[config.mk]
export PLATFORM = sky130hd
export DESIGN_NAME = fetch_stage
export DESIGN_NICKNAME = d
export VERILOG_FILES = /design/src/rtl/fetch_stage_pkg.sv /design/src/rtl/fetch_stage_if_id_reg.sv /design/src/rtl/fetch_stage.sv
export SDC_FILE = /design/constraint.sdc
export NUM_CORES = 1
export LEC_CHECK = 0
export CORE_MARGIN = 5
export CORE_UTILIZATION = 55
export CTS_CLUSTER_DIAMETER = 50
export DETAILED_ROUTE_END_ITERATION = 8
export DONT_BUFFER_PORTS = 1
export HOLD_SLACK_MARGIN = 0.02
export PLACE_DENSITY = 0.7
export SLEW_MARGIN = 0
export SYNTH_ARGS = -nofsm -noshare
export SYNTH_HDL_FRONTEND = slang
export SYNTH_SLANG_ARGS = --single-unit
[constraint.sdc]
create_clock -name clk -period 3.1 [get_ports clk]
set_clock_uncertainty 0.15 [all_clocks]
set_input_delay 0.465 -clock clk [delete_from_list [all_inputs] [get_ports clk]]
set_output_delay 0.465 -clock clk [all_outputs]
set_load 0.03 [all_outputs]
[src/rtl/fetch_stage_pkg.sv]
// Shared types and constants for the instruction fetch stage.
package fetch_stage_pkg;

    typedef enum logic {
        RUN    = 1'b0,
        HALTED = 1'b1
    } fetch_state_t;

    localparam logic [31:0] NOP_INSTR_DEFAULT = 32'h0000_0013;
    localparam logic [31:0] PC_STEP           = 32'd4;

endpackage

[src/rtl/fetch_stage_if_id_reg.sv]
// IF/ID pipeline register: reset > clear (bubble) > hold > load.
// One-cycle latency from pc_in/instr_in to outputs; hold freezes contents.
module if_id_reg
    import fetch_stage_pkg::*;
#(
    parameter logic [31:0] NOP_INSTR = NOP_INSTR_DEFAULT
) (
    input  logic        clk,
    input  logic        reset,
    input  logic        hold_i,
    input  logic        clear_i,
    input  logic [31:0] pc_i,
    input  logic [31:0] instr_i,
    output logic [31:0] pc_o,
    output logic [31:0] instr_o,
    output logic        valid_o
);

    logic [31:0] pc_q;
    logic [31:0] instr_q;
    logic        valid_q;

    always_ff @(posedge clk) begin
        if (!reset || clear_i) begin
            pc_q    <= 32'h0;
            instr_q <= NOP_INSTR;
            valid_q <= 1'b0;
        end else if (!hold_i) begin
            pc_q    <= pc_i;
            instr_q <= instr_i;
            valid_q <= 1'b1;
        end
    end

    assign pc_o    = pc_q;
    assign instr_o = instr_q;
    assign valid_o = valid_q;

endmodule

[src/rtl/fetch_stage.sv]
// Instruction fetch: PC register, RUN/HALTED FSM, fetch counter and IF/ID register.
// Priority in RUN is flush > halt > stall > normal; HALTED freezes everything until reset.
module fetch_stage
    import fetch_stage_pkg::*;
#(
    parameter logic [31:0] RESET_PC  = 32'h0000_0000,
    parameter logic [31:0] NOP_INSTR = NOP_INSTR_DEFAULT
) (
    input  logic        clk,
    input  logic        reset,
    input  logic        stall,
    input  logic        flush,
    input  logic [31:0] redirect_pc,
    input  logic        halt_coman,
    input  logic [31:0] imem_rdata,
    output logic [31:0] imem_addr,
    output logic [31:0] if_id_pc,
    output logic [31:0] if_id_instr,
    output logic        if_id_valid,
    output logic        halted,
    output logic [31:0] fetch_count
);

    fetch_state_t state_q, state_d;
    logic [31:0]  pc_q, pc_d;
    logic [31:0]  cnt_q, cnt_d;
    logic         ifid_hold;
    logic         ifid_clear;

    always_ff @(posedge clk) begin
        if (!reset) begin
            state_q <= RUN;
            pc_q    <= {RESET_PC[31:2], 2'b00};
            cnt_q   <= 32'h0;
        end else begin
            state_q <= state_d;
            pc_q    <= pc_d;
            cnt_q   <= cnt_d;
        end
    end

    always_comb begin
        state_d    = state_q;
        pc_d       = pc_q;
        cnt_d      = cnt_q;
        ifid_hold  = 1'b1;
        ifid_clear = 1'b0;
        if (state_q == RUN) begin
            if (flush) begin
                pc_d       = {redirect_pc[31:2], 2'b00};
                ifid_clear = 1'b1;
            end else if (halt_coman) begin
                ifid_clear = 1'b1;
                state_d    = HALTED;
            end else if (!stall) begin
                // PC wraps naturally; the counter sticks at all-ones
                pc_d      = pc_q + PC_STEP;
                ifid_hold = 1'b0;
                if (cnt_q != 32'hFFFF_FFFF) begin
                    cnt_d = cnt_q + 32'd1;
                end
            end
        end
    end

    if_id_reg #(
        .NOP_INSTR (NOP_INSTR)
    ) u_if_id_reg (
        .clk     (clk),
        .reset   (reset),
        .hold_i  (ifid_hold),
        .clear_i (ifid_clear),
        .pc_i    (pc_q),
        .instr_i (imem_rdata),
        .pc_o    (if_id_pc),
        .instr_o (if_id_instr),
        .valid_o (if_id_valid)
    );

    assign imem_addr   = pc_q;
    assign halted      = (state_q == HALTED);
    assign fetch_count = cnt_q;

endmodule

* Word level (Yosys, flattened, before mapping)
Cells that the tools add are included.
Word-level totals: bits in registers 130, input bits 69, output and inout port bits 130, logic and storage cells 31
Cells by class: add/subtract/negate cells 2, eq/ne operators 3, multiplexer cells 12, bitwise operators 4, reduce and logical (&&, ||, !) cells 4
Operators with widths (number):
- 32-bit two-way mux | 3
- 32-bit by 1-bit adder with 32-bit output, second input constant | 1
- 32-bit by 3-bit adder with 32-bit output, second input constant | 1
- 32-bit inequality test, second input constant | 1
- 1-bit two-way mux | 9
- 5-bit AND reduction | 1
- 1-bit NOT | 4
- 3-bit AND reduction | 1
- 2-bit by 1-bit inequality test with 1-bit output, second input constant | 1
- 2-bit inequality test, second input constant | 1
- 1-bit logical NOT | 1
- 1-bit logical OR | 1

* Depth between registers and ports, before layout
Gate-level depths: netlist of run 1.
depth in word-level cells 4, gate-level depth with buffers 7, depth with buffers taken out 6

* Cells and area by module
From an unflattened synthesis of run 1, not the netlist that was laid out.
Unflattened totals: cell total of the unflattened synthesis 682, area total of the unflattened synthesis 6102.1 µm²
Modules (own cells, without submodules):
- fetch_stage | times used 1, cells each 471, area each 3753.6 µm², sequential area each 1261.2 µm²
- if_id_reg | times used 1, cells each 211, area each 2348.5 µm², sequential area each 1301.2 µm²

* Least setup slack after synthesis of run 1
No wires, ideal clock.
kind reg2reg, start reg pc_q[2], in the netlist imem_addr[2], end reg pc_q[26], in the netlist imem_addr[26], library setup time 0.074 ns, data arrival time 2.330 ns, data required time 2.876 ns, path slack 0.546 ns, stages on the path, launching flop included 7, path buffers 0, period minus slack after synthesis 2.554 ns, path through dfxtp_1 > ha_1 > nand3_1 > nor4_2 > nand3_1 > or4_1 > a31oi_1
On the way: word-level cells in the longest chain between the ends 4
RTL lines:
- start, declared | RTL line fetch_stage.sv:25 | logic [31:0] pc_q, pc_d;
- start signal, assigned | RTL line fetch_stage.sv:33 | pc_q <= {RESET_PC[31:2], 2'b00};
- start signal, assigned | RTL line fetch_stage.sv:37 | pc_q <= pc_d;
- 32-bit by 3-bit adder with 32-bit output | RTL line fetch_stage.sv:57 | pc_d = pc_q + PC_STEP;
- 32-bit two-way mux | RTL line fetch_stage.sv:55 | end else if (!stall) begin
- 32-bit two-way mux | RTL line fetch_stage.sv:52 | end else if (halt_coman) begin
- 32-bit two-way mux | RTL line fetch_stage.sv:49 | if (flush) begin
No other way between the ends. The select of a mux whose other input is x is not followed. A chain may end at the register's enable or synchronous reset.

* Worst setup path in the final report of run 1
start reg pc_q[8], in the netlist imem_addr[8], end reg pc_q[31], in the netlist imem_addr[31]
Same word-level chain as after synthesis.

==> results of run 1 <==
## worst max-delay path, cell delays in order (launching register included)
cell	delay, ns
dfxtp_1	0.63
nand3_1	0.21
nor4_2	0.71
nand3_1	0.27
or3_1	0.36
a31oi_1	0.16
## cell usage after synthesis, types with 4 or more instances
cell | count | area (sq um)
a21oi_1 | 100 | 500
o31ai_1 | 9 | 67.6
o21a_1 | 4 | 30.0
clkbuf_1 | 38 | 143
nand4_1 | 17 | 106
and4_1 | 9 | 78.8
nand2b_1 | 6 | 37.5
mux2i_1 | 7 | 70.1
o221a_2 | 7 | 78.8
buf_1 | 5 | 18.8
buf_4 | 4 | 30.0
o211ai_1 | 4 | 30.0
or3_1 | 16 | 100
and3_1 | 16 | 100
nand2_1 | 175 | 657
nand3_1 | 28 | 140
dfxtp_1 | 126 | 2520
o21ai_0 | 23 | 115
nor2_1 | 39 | 146
xnor2_1 | 5 | 43.8
a31oi_1 | 12 | 75.1
nor4_1 | 5 | 31.3
or4_1 | 6 | 45.0
nor3_1 | 4 | 20.0
## final cells by class
class / count / area (sq um)
Clock buffer: 19 / 442
Clock inverter: 13 / 186
Fill cell: 845 / 3270
Inverter: 4 / 15.0
Multi-Input combinational cell: 547 / 2970
Sequential cell: 126 / 2520
Tap cell: 136 / 170
Timing Repair Buffer: 68 / 603
## registers in the layout, indices dropped and copies added (netlist names)
register	flops
fetch_count	32
halted	1
imem_addr	30
u_if_id_reg.instr_o	32
u_if_id_reg.pc_o	30
u_if_id_reg.valid_o	1
## worst max path at each step
| stage | start | to | slack (ns) | cells past startpoint |
|---|---|---|---|---|
| floorplan | imem_addr[2] | imem_addr[26] | 0.55 | 6 |
| CTS | imem_addr[8] | imem_addr[25] | 0.55 | 5 |
| global placement | imem_addr[8] | imem_addr[31] | 0.64 | 5 |
| finish | imem_addr[8] | imem_addr[31] | 0.51 | 5 |
| detailed placement | flush | fetch_count[19] | 0.57 | 5 |
| global route | fetch_count[17] | fetch_count[31] | 0.28 | 5 |
## logic make-up (layout without fill, tap and decap cells)
logic type,count (synthesis),count (layout),share of synthesized area [%]
adders and majority gates,2,2,0.441
DFF,126,126,44.4
and+or+nand+nor,335,335,28.1
muxes,10,10,1.83
buffers and inverters,53,104,3.92
xor gates and xnor gates,8,8,1.23
other,1,4,0.0661
AOI/OAI and AO/OA,188,188,20.0
## per-layer routing
metal | global-route usage, % | routed length, um | part of all wire (%)
met1 | 33.6 | 6970 | 41
met5 | 0 | 7 | 0.041
met3 | 9.67 | 1820 | 11
met4 | 8.60 | 267 | 1.6
met2 | 42.3 | 7830 | 46
## power groups by stage
stage	clock network [mW]	logic, mW	registers, mW
floorplan	0	0.174	1.80
global placement	0	0.245	1.79
detailed placement	0	0.252	1.79
CTS	2.10	0.298	1.76
global route	2.19	0.331	1.76
finish	2.08	0.301	1.76
## per-stage QoR
stage | setup WS (ns) | utilization, % | hold slack (ns)
after floorplan | 0.546 | - | 0.434
after global placement | 0.637 | 58.1 | 0.369
after detailed placement | 0.571 | 58.1 | 0.371
after CTS | 0.553 | 67.9 | 0.0201
after global routing | 0.283 | 67.9 | 0.0390
final | 0.513 | 67.9 | 0.0425
==> key figures, run 1 <==
Floorplan
  • # rows: 37
  • I/O pin total: ~200
  • Full die area: between 10000 and 15000 sq um
  • Die Ht: approximately 110 um
  • Core area: 10200 sq um
  • Die X: roughly 110 um
  • Initial Util: between 50 and 60%

Power
  • Switching Power: ~1.0 mW
  • Sequential power share: 42.5%
  • Clock group share of total power: 50.2%
  • Combinational power share: approximately 7.3%
  • Tot Pwr: around 4.1 mW
  • Internal power: approximately 3.1 mW
  • Max IR drop VDD: approximately 330 uV
  • Leakage power: approximately 2.3 nW
  • PD cells: between 500 and 600 nW/um^2
  • Switching Share: 24.5%

STA
  • Least-Margin Pin Slew: 1.21 ns
  • Period utilization: a little over four fifths
  • Slew Limit Fails: 0
  • TNS Setup: 0 ns
  • RSZ-0062 raised after global routing: false
  • Relative slew slack: about 19%
  • Fin crit period: roughly 2.6 ns
  • Final Hold Violating Endpoints: 0
  • # setup viols final: 0
  • Max frequency: between 300 and 400 MHz

Global routing
  • Gr ovfl total: 0
  • Vias in the first global route: about 5200
  • First-pass GRT wire length: roughly 28000 um
  • Maximum number of pins on one net before global-route repair: 67
  • Initial antenna violation count: 1
  • GRT Total Usage: 26.5%

Synth
  • Post-synth ARST share: 0%
  • Syn Area/Cell: ~7.9 sq um
  • Ys Warns: 0
  • Post-synth EDFFs: 0
  • Predominant post-synthesis flop cell: dfxtp_1
  • Seq/Total Area, Yosys: 44.4%
  • Cell Area, Synth: 5680 sq um
  • Yosys cell types: 57
  • Seq cells post-synth: between 100 and 150
  • Synthesized instance count: about 720

Placement
  • Gpl congestion: approximately 0.87
  • Port buffer count: 0
  • Placement-stage cell area: around 5900 sq um
  • Hpwl dp: 11200 um
  • DP Cell Count: 844

Clocking
  • Clk buf depth: 2
  • Hold_buf cts: 37
  • Postcts setup bufs: 0
  • Cts bufs inserted: 17
  • H-tree depth: 4
  • Post-CTS resize count: 0
  • Root buf cell: clkbuf_8
  • CTS tree: yes
  • Sink Count: around 130
  • Clk_lat worst skew: between 0.5 and 0.6 ns
  • Clk slew on worst S/H paths: roughly 0.060 ns

Critical path
  • RR Startpoint: imem_addr[8]
  • Setup slack, reg-to-reg: between 0.5 and 0.6 ns
  • Worst path arrival time: approximately 2.9 ns
  • R2R Path End: imem_addr[31]
  • Reg2reg path depth: 5
  • Kind of critical path: flop to flop
  • CP Launch Type: flop
  • Worst setup EP type: flop
  • Worst EP required: 3.37 ns
  • CP max FO: 7

Layout
  • Share of layout cells above drive strength 1: 10.7%
  • # diodes: 0
  • Commonest cells after routing, fill and taps aside: nand2_1, dfxtp_1, a21oi_1, nor2_1, dlygate4sd3_1
  • Area delta synth->final: 21.8%
  • Commonest non-fill, non-tap cell in the layout: nand2_1
  • Post-Layout Cell Count: around 910
  • Nets: roughly 840
  • Design area: a little under 7000 sq um

Hold path
  • Hold worst-path end: imem_addr[17]
  • Hold Path Class: input port to flop
  • Hold depth: 2
  • Min-delay src: reset

Route
  • Vias: 5606
  • First DRT Iteration DRCs: between 500 and 600
  • DRT Pass-1 Iters: 6
  • DRT Wirelength: roughly 17000 um
  • Via density: between 6 and 7
  • Routed wire per std cell: roughly 19 um
  • ANT nets after route: 0
  • DRC: 0

Run
  • Max-Cap Viols: 0

Outcome
  • Outcome: finished, final reports clean
Note: power is estimated with default switching activity, not from simulation.
==> run 2, diff against run 1 <==
==> constraint.sdc (replaced) <==
create_clock -name clk -period 2.7 [get_ports clk]
set_clock_uncertainty 0.15 [all_clocks]
set_input_delay 0.405 -clock clk [delete_from_list [all_inputs] [get_ports clk]]
set_output_delay 0.405 -clock clk [all_outputs]
set_load 0.03 [all_outputs]
==> run 2 against run 1 <==
Count of clock-buffer cells in the layout shrank 2. Die area stayed put. Clock power rose by 14%. Via count up 3.0%. First-iteration DRC count is 1.5% lower. Global-route usage up 0.75 points. Sequential power grew 12%. Power is 16% higher. Sequential cell count stayed put. Design area grew 5.4%. Critical path depth is 2 higher. Maximum frequency grew 1.0%. Critical endpoint is now imem_addr[28]. Largest cell class unchanged.
==> key figures, run 2 (synthesis gave the netlist of run 1 again) <==
Clocking
  • Clk buf depth: 2 (unchanged)
  • H-tree depth: 4 (unchanged)
  • Root buf cell: clkbuf_8
  • Cts bufs inserted: 17 (unchanged)
  • Clk_lat worst skew: 0.52 ns (about the same)
  • CTS tree: yes
  • Sink Count: 126 (unchanged)
  • Clk slew on worst S/H paths: 0.06 ns (about the same)

STA
  • Relative slew slack: 24.6% (+5.4 points)
  • Least-Margin Pin Slew: 1.13 ns (-0.0775 ns)
  • # setup viols final: 0 (unchanged)
  • TNS Setup: 0 ns (unchanged)
  • Max frequency: 391 MHz (+1.0%)
  • RSZ-0062 raised after global routing: false
  • Fin crit period: 2.56 ns (-0.0262 ns)
  • Slew Limit Fails: 0 (unchanged)
  • Period utilization: 94.8% (+11 points)
  • Final Hold Violating Endpoints: 0 (unchanged)

Power
  • Max IR drop VDD: 323 uV (-1.6%)
  • Tot Pwr: 4.80 mW (+16%)
  • Leakage power: 2.57 nW (+9.4%)
  • PD cells: 659 nW/um^2 (+10%)

Run
  • Max-Cap Viols: 0 (unchanged)

Critical path
  • Crit-path max cell delay: 0.58 ns (-0.13 ns)
  • Crit-path cells: or4_4, buf_4, nor2_1, nand2_1, o221ai_1, dlygate4sd3_1, a21oi_1
  • Worst path bufs/invs: 2 (+2)
  • Worst path arrival time: 2.82 ns (-0.04 ns)
  • CP Launch Type: flop
  • Crit-path slowest cell: dlygate4sd3_1
  • Kind of critical path: flop to flop
  • CP max FO: 66 (+59)
  • Critical path's top delay family: buffers and inverters
  • Worst EP required: 2.96 ns (-0.41 ns)
  • Setup slack, reg-to-reg: 0.14 ns (-0.37 ns)
  • Reg2reg path depth: 7 (+2)
  • Worst path depth: 7 (+2)
  • Worst setup EP type: flop

Global routing
  • GRT Total Usage: 27.3% (+0.75 points)
  • Maximum number of pins on one net before global-route repair: 67 (unchanged)
  • Gr ovfl total: 0 (unchanged)
  • First-pass GRT wire length: 28100 um (+2.3%)
  • Initial antenna violation count: 2 (+1)
  • Vias in the first global route: 5321 (+1.4%)

Layout
  • Nets: 874 (+4.7%)
  • Commonest non-fill, non-tap cell in the layout: nand2_1
  • Share of layout cells above drive strength 1: 13.2% (+2.6 points)
  • Fill cells: 801 (-5.2%)
  • Seq. cell area: 2520 sq um (unchanged)
  • Commonest cells after routing, fill and taps aside: nand2_1, dfxtp_1, a21oi_1, buf_4, dlygate4sd3_1
  • Multi-input gate area: 2980 sq um (+0.29%)
  • Area delta synth->final: 28.3%

Route
  • DRC: 0 (unchanged)
  • Via density: 6.06 (-1.3%)
  • Vias: 5775 (+3.0%)
  • WL met2: 8030 um (+2.5%)
  • ANT nets after route: 0 (unchanged)
  • Routed wire per std cell: 18.1 um (-2.0%)
  • DRT Wirelength: 17300 um (+2.2%)
  • Routed wl met3: 1760 um (-3.2%)
  • First DRT Iteration DRCs: 526 (-1.5%)
  • Metal-1 WL: 7130 um (+2.3%)
  • Max layer used: met5
  • DRT Pass-1 Iters: 5 (-1)

Hold path
  • Hold Path Class: input port to flop
  • Hold depth: 3 (+1)

Floorplan
  • # rows: 37 (unchanged)
  • Full die area: 12500 sq um (unchanged)
  • Initial Util: 55.7% (unchanged)
  • I/O pin total: 199 (unchanged)
  • Die Ht: 112 um (unchanged)
  • Core area: 10200 sq um (unchanged)
  • Die X: 112 um (unchanged)

Outcome
  • Outcome: finished, final reports clean

Placement
  • Hpwl dp: 11500 um (+2.6%)
  • Gpl congestion: 0.849 (-2.2%)
  • Port buffer count: 0 (unchanged)
-- run 2: cell types whose count changed in the layout (fill, tap and decap cells not counted), sizes merged --
cell         delta
diode           +1
clkinvlp        -1
clkbuf          -2
clkinv          +1
dlygate4sd3    +14
buf            +25
inv             +2
-- run 2: final timing paths --
| path | startpoint | endpoint |
|---|---|---|
| max | halted | imem_addr[28] |
| min | flush | imem_addr[9] |
| max reg2reg | halted | imem_addr[28] |
| min reg2reg | imem_addr[6] | imem_addr[6] |
-- run 2: repair_timing --
item | CTS | global route
buffers inserted | 0 | 0
resized for setup | 0 | 1
endpoints found under the setup margin | 0 | 1
hold buffers | 52 | 0
hold endpoints to repair | 68 | 0
-- run 2: layer usage --
layer,track usage [%],vias to the layer above
met5,0,-
met4,9.65,2
met3,10.3,34
met2,43.1,285
met1,34.3,2696
li1,-,2758
-- run 2: per-stage QoR --
step	cell area (sq um)	util (%)	hold WS, ns	worst slack [ns]	std cells
2_1_floorplan	5690	-	0.376	0.146	726
3_3_place_gp	6120	60.1	0.381	0.338	868
3_5_place_dp	6120	60.1	0.389	0.289	868
4_1_cts	7270	71.4	0.0304	0.158	952
5_1_grt	7280	71.5	0.0367	0.0249	953
6_report	7280	71.5	0.0519	0.139	953
-- run 2: cell type report --
class,count,area share (%)
Antenna cell,1,0.0344
Clock buffer,17,5.69
Clock inverter,15,2.87
Inverter,4,0.206
Multi-Input combinational cell,547,40.9
Sequential cell,126,34.6
Tap cell,136,2.34
Timing Repair Buffer,107,13.3
-- run 2: where the power goes --
group          internal (mW)  leakage (nW)  total, mW  switching, mW
Clock                   1.51         0.296       2.38          0.870
Combinational          0.168          1.25      0.434          0.266
Sequential              1.90          1.02       1.98         0.0782
-- run 2: worst reg2reg max path: cells and delay by family (launching register included) --
family	cells	cell delay, ns
AO/OA/AOI/OAI	2	0.22
buffers and inverters	2	0.93
AND/OR/NAND/NOR	3	0.85
flip-flops	1	0.31
